===== config.mk =====
export PLATFORM = sky130hd
export DESIGN_NAME = fifo_ctrl_flat
export DESIGN_NICKNAME = d
export VERILOG_FILES = /design/src/rtl/fifo_ctrl_if.sv /design/src/rtl/fifo_ctrl.sv /design/src/flat_wrapper.sv
export SDC_FILE = /design/constraint.sdc
export NUM_CORES = 1
export LEC_CHECK = 0
export ABC_AREA = 1
export CAP_MARGIN = 10
export CORE_UTILIZATION = 30
export DETAILED_ROUTE_END_ITERATION = 16
export GPL_TIMING_DRIVEN = 0
export PLACE_DENSITY = 0.57
export SYNTH_ARGS = -nofsm -noshare
export SYNTH_HDL_FRONTEND = slang
export SYNTH_SLANG_ARGS = --single-unit

===== constraint.sdc =====
create_clock -name clk -period 1.7 [get_ports clk]
set_input_delay 0.34 -clock clk [delete_from_list [all_inputs] [get_ports clk]]
set_output_delay 0.34 -clock clk [all_outputs]
set_load 0.005 [all_outputs]

===== src/rtl/fifo_ctrl_if.sv =====
// FIFO controller handshake bundle.
// Producer/consumer requests in, storage control and status out.
interface fifo_ctrl_if #(
  parameter int ADDR_WIDTH = 2
) ();
  logic                  wr;
  logic                  rd;
  logic                  clr_err;
  logic                  wr_en;
  logic [ADDR_WIDTH-1:0] w_addr;
  logic [ADDR_WIDTH-1:0] r_addr;
  logic                  full;
  logic                  empty;
  logic                  almost_full;
  logic                  almost_empty;
  logic [ADDR_WIDTH:0]   count;
  logic                  overflow;
  logic                  underflow;

  modport slave (
    input  wr, rd, clr_err,
    output wr_en, w_addr, r_addr,
    output full, empty,
    output almost_full, almost_empty,
    output count, overflow, underflow
  );

  modport master (
    output wr, rd, clr_err,
    input  wr_en, w_addr, r_addr,
    input  full, empty,
    input  almost_full, almost_empty,
    input  count, overflow, underflow
  );
endinterface


===== src/rtl/fifo_ctrl.sv =====
// Pointer/flag controller turning a dual-port
// register file into a FIFO.
module fifo_ctrl #(
  parameter int ADDR_WIDTH = 2,
  parameter int AFULL_TH   = 3,
  parameter int AEMPTY_TH  = 1
) (
  input  logic       clk,
  input  logic       rst_n,
  fifo_ctrl_if.slave f
);
  localparam int CW = ADDR_WIDTH + 1;
  localparam logic [CW-1:0] DEPTH =
    CW'(1 << ADDR_WIDTH);
  localparam logic [CW-1:0] AF = CW'(AFULL_TH);
  localparam logic [CW-1:0] AE = CW'(AEMPTY_TH);

  logic [ADDR_WIDTH-1:0] w_ptr;
  logic [ADDR_WIDTH-1:0] r_ptr;
  logic [CW-1:0]         cnt;
  logic                  ovf;
  logic                  udf;
  logic                  full;
  logic                  empty;
  logic                  push_ok;
  logic                  pop_ok;

  assign full  = (cnt == DEPTH);
  assign empty = (cnt == '0);

  // A pop at full frees the slot the push lands in.
  assign push_ok = f.wr & (~full | f.rd);
  assign pop_ok  = f.rd & ~empty;

  always_ff @(posedge clk) begin
    if (!rst_n) begin
      w_ptr <= '0;
      r_ptr <= '0;
      cnt   <= '0;
      ovf   <= 1'b0;
      udf   <= 1'b0;
    end else begin
      if (push_ok)
        w_ptr <= w_ptr + 1'b1;
      if (pop_ok)
        r_ptr <= r_ptr + 1'b1;
      unique case (1'b1)
        (push_ok & ~pop_ok): cnt <= cnt + 1'b1;
        (pop_ok & ~push_ok): cnt <= cnt - 1'b1;
        default:             cnt <= cnt;
      endcase
      ovf <= (f.wr & ~push_ok)
           | (ovf & ~f.clr_err);
      udf <= (f.rd & ~pop_ok)
           | (udf & ~f.clr_err);
    end
  end

  assign f.wr_en        = push_ok;
  assign f.w_addr       = w_ptr;
  assign f.r_addr       = r_ptr;
  assign f.full         = full;
  assign f.empty        = empty;
  assign f.almost_full  = (cnt >= AF);
  assign f.almost_empty = (cnt <= AE);
  assign f.count        = cnt;
  assign f.overflow     = ovf;
  assign f.underflow    = udf;
endmodule

===== src/flat_wrapper.sv =====
// flat-port wrapper written by rule: the top's interface ports become plain ports
module fifo_ctrl_flat 
#(
  parameter int ADDR_WIDTH = 2,
  parameter int AFULL_TH   = 3,
  parameter int AEMPTY_TH  = 1
)
  (clk, rst_n, f_wr, f_rd, f_clr_err, f_wr_en, f_w_addr, f_r_addr, f_full, f_empty, f_almost_full, f_almost_empty, f_count, f_overflow, f_underflow);
  fifo_ctrl_if #(.ADDR_WIDTH(ADDR_WIDTH)) f_i ();
  input  logic clk;
  input  logic rst_n;
  input wire logic [$bits(f_i.wr)-1:0] f_wr;
  input wire logic [$bits(f_i.rd)-1:0] f_rd;
  input wire logic [$bits(f_i.clr_err)-1:0] f_clr_err;
  output wire logic [$bits(f_i.wr_en)-1:0] f_wr_en;
  output wire logic [$bits(f_i.w_addr)-1:0] f_w_addr;
  output wire logic [$bits(f_i.r_addr)-1:0] f_r_addr;
  output wire logic [$bits(f_i.full)-1:0] f_full;
  output wire logic [$bits(f_i.empty)-1:0] f_empty;
  output wire logic [$bits(f_i.almost_full)-1:0] f_almost_full;
  output wire logic [$bits(f_i.almost_empty)-1:0] f_almost_empty;
  output wire logic [$bits(f_i.count)-1:0] f_count;
  output wire logic [$bits(f_i.overflow)-1:0] f_overflow;
  output wire logic [$bits(f_i.underflow)-1:0] f_underflow;
  assign f_i.wr = f_wr;
  assign f_i.rd = f_rd;
  assign f_i.clr_err = f_clr_err;
  assign f_wr_en = f_i.wr_en;
  assign f_w_addr = f_i.w_addr;
  assign f_r_addr = f_i.r_addr;
  assign f_full = f_i.full;
  assign f_empty = f_i.empty;
  assign f_almost_full = f_i.almost_full;
  assign f_almost_empty = f_i.almost_empty;
  assign f_count = f_i.count;
  assign f_overflow = f_i.overflow;
  assign f_underflow = f_i.underflow;
  fifo_ctrl #(.ADDR_WIDTH(ADDR_WIDTH), .AFULL_TH(AFULL_TH), .AEMPTY_TH(AEMPTY_TH)) u_core (.clk(clk), .rst_n(rst_n), .f(f_i));
endmodule

==> impl_metrics.toml <==
[outcome]
outcome = "finished clean"

[layout]
nNetsFinal = 115
utilization_pct = 51.96
drive_above_1_share_pct = 33.98
final.fill_count = 177
layout_common_cells = "clkdlybuf4s50_1 (12), nand2_1 (11), inv_1 (10), nor2_1 (7), dfxtp_1 (6)"
seq_area_um2 = 186.4
diodes = 0
fin_area_um2 = 897.1
multi_input_area_um2 = 361.6
areaGrowthSynthToFinish_pct = 63.70
layout_commonest_cell = "clkdlybuf4s50_1"
fin_cells = 128

[clock_network]
cts_buffers = 3
cts_tree = "done"
clk_path_buf_depth = 2
cts_root_buf = "clkbuf_4"
clock_latency_ns = 0.26
h-tree-depth = 1
hold_buffers = 0
clk_pin_slew_ns = 0.07
cts.sinks = 9

[sta]
hold_violations = 0
setup_viol = 0
rsz0062_at_grt = "true"
tightestPinTransition_ns = 0.2615
slew_headroom_pct = 82.51
min_period_ns = 1.693
clock_skew_ns = 0.0001991
slew_violations = 0
period_share_pct = 99.60
clock.fmax_mhz = 590.6

[critical_path]
worstPathMaxFanout = 2
start_kind = "flip-flop"
crit_top_cell = "ha_4"
startpoint = "u_core.f.count[1]$_SDFFE_PN0P_"
crit_chain = "buf_6, ha_4, ha_4, nor2_2, o21ai_1, buf_2"
max_stage_delay_ns = 0.36
reg2reg_from = "u_core.f.count[1]$_SDFFE_PN0P_"
r2r_cells = 9
crit_end = "f_almost_full"
worstPathRequired_ns = 1.36
r2r_end = "u_core.f.count[2]$_SDFFE_PN0P_"
crit_arrival_ns = 1.35
slowest_stage = "dfxtp_4"
crit_type = "reg2out"
ff2ff_setup_slack_ns = 0.10
worstSetupEndpointType = "primary output"

[synthesis]
yosysSeqAreaShare_pct = 32.88
synth.top_cell.area_share_pct = 32.88
synth_top_family_by_area = "simple AND/OR/NAND/NOR gates"
synth_area_leaders = "dfxtp_1 (33%), ha_1 (14%), inv_1 (8.2%), nand2_1 (7.5%), a21oi_1 (5.5%)"
yosys.area.top_type = "dfxtp_1"
synth_fp_nets = 85
yosysWarnings = 0
synth-xor-area-share_pct = 1.598
syn_avg_cell_area_um2 = 7.406
synth_cells = 74
synth_area_um2 = 548.0
synth_compound_area_share_pct = 12.56
ys_types = 17
synth_adder_area_share_pct = 13.70
synth_simple_gate_area_share_pct = 28.31
ys_seq_elements = 9
synth.area.mux_share_pct = 0

[pwr]
power_switching_uw = 633.2
total_power_uw = 1528
intPower_uw = 895.2
power_switching_share_pct = 41.43
p_per_area_nw_per_um2 = 1704
power.leakage_uw = 0.0004010
combPwrFrac_pct = 64.5
ir_drop_mv = 0.9346
seqPwrFrac_pct = 24.1
power_frac_clock_pct = 11.5

[detailed_routing]
drc = 0
drt_iter0_drc = 14
dr.pass1.iters = 4
ant_nets = 0
detail_route.wl_per_cell_um = 10.97
wirelength_um = 1404
routed_via_density = 4.422
dr_total_vias = 566

[floorplanning]
core_area_um2 = 1727
core.rowCount = 15
die_h_um = 44.74
die_w_um = 44.74
io_pins = 19
die-area_um2 = 2002
floorplan.initialDensity_pct = 31.74

[placed_design]
gp_congestion = 0.7013
io_buffers = 18
dp_hpwl_um = 888.5
dp.cells = 117
place_area_um2 = 759.5

[global_routing]
overflow = 0
grt_pass1_wl_um = 1821
grt_max_degree = 8
antenna_found_initial = 0
grt_pass1_vias = 432
grt_usage_pct = 13.37

[worst_hold_path]
holdCritPathClass = "reg2reg"

[job]
maxCapViolCount = 0
stage by stage:
stage	hold slack [ns]	setup slack, ns	TNS [ns]
after floorplan	0.4597	0.1111	0
after global placement	0.4539	-0.3635	-1.106
after detailed placement	0.4530	-0.3501	-1.157
after CTS	0.4633	-0.06332	-0.1123
after global routing	0.4850	-0.05781	-0.06440
final	0.4606	0.006815	0
sequential cells by signal, indices dropped and copies added, names as in the netlist:
signal              flops
u_core.f.overflow       1
u_core.f.count          3
u_core.f.w_addr         2
u_core.f.underflow      1
u_core.f.r_addr         2
routing by layer:
layer	global-route usage (%)	share of wire, %	vias up
li1	-	-	286
met1	14.74	43	252
met2	20.59	49	24
met3	4.800	5.2	4
met4	10.91	2.4	0
met5	0	0	-
how the worst min path moves through the flow:
stage                                   from                            end  slack (ns)  depth (start not counted)
2_1_floorplan   u_core.f.overflow$_SDFF_PN0_   u_core.f.overflow$_SDFF_PN0_        0.46                          2
3_3_place_gp   u_core.f.underflow$_SDFF_PN0_  u_core.f.underflow$_SDFF_PN0_        0.45                          2
3_5_place_dp   u_core.f.underflow$_SDFF_PN0_  u_core.f.underflow$_SDFF_PN0_        0.45                          2
4_1_cts        u_core.f.underflow$_SDFF_PN0_  u_core.f.underflow$_SDFF_PN0_        0.46                          2
5_1_grt        u_core.f.underflow$_SDFF_PN0_  u_core.f.underflow$_SDFF_PN0_        0.48                          2
6_report       u_core.f.underflow$_SDFF_PN0_  u_core.f.underflow$_SDFF_PN0_        0.46                          2
cell usage after synthesis:
master   instances
ha_1             6
nand3_2          1
nor2_1           8
o21ai_0          4
xor2_1           1
nand2_2          2
inv_1           12
nand3_4          1
a21oi_1          6
nand2_4          2
nand3_1          3
dfxtp_1          9
nand2_1         11
inv_2            4
o21ai_1          2
nor2_2           1
a21oi_2          1
power by group through the flow:
stage / logic, µW / registers (µW) / clock network (µW)
after global routing: 1070 / 377 / 193
final: 985 / 368 / 175
after global placement: 742 / 344 / 0
after detailed placement: 758 / 346 / 0
after CTS: 813 / 355 / 177
after floorplan: 410 / 343 / 0
cell families (layout without fill, tap and decap cells):
group	Yosys count	in the layout
simple gates	29	29
buf+inv	16	45
flops	9	9
fa+ha+maj	6	6
xor+xnor	1	1
compound gates	13	13
critical path: cells and delay by family, from the launching register on:
family / cells / cell delay [ns]
buffers and inverters: 2 / 0.25
flip-flops: 1 / 0.36
AO/OA/AOI/OAI: 1 / 0.07
adder cells (fa/ha/maj): 2 / 0.30
AND/OR/NAND/NOR: 1 / 0.10
what timing repair did:
| item | 4_1_cts | 5_1_grt |
|---|---|---|
| pin swaps | 1 | 4 |
| endpoints found under the setup margin | 8 | 5 |
| gates resized for setup | 19 | 15 |
| setup buffers | 3 | 4 |
layout make-up:
type | count | share of cell area (%)
sequential | 9 | 20.78
clock buffer | 4 | 2.929
inverter | 16 | 7.252
timing repair buffer | 25 | 25.24
multi-input combinational | 49 | 40.31
tap | 25 | 3.487
No activity file was read; power rests on OpenSTA's default activity.
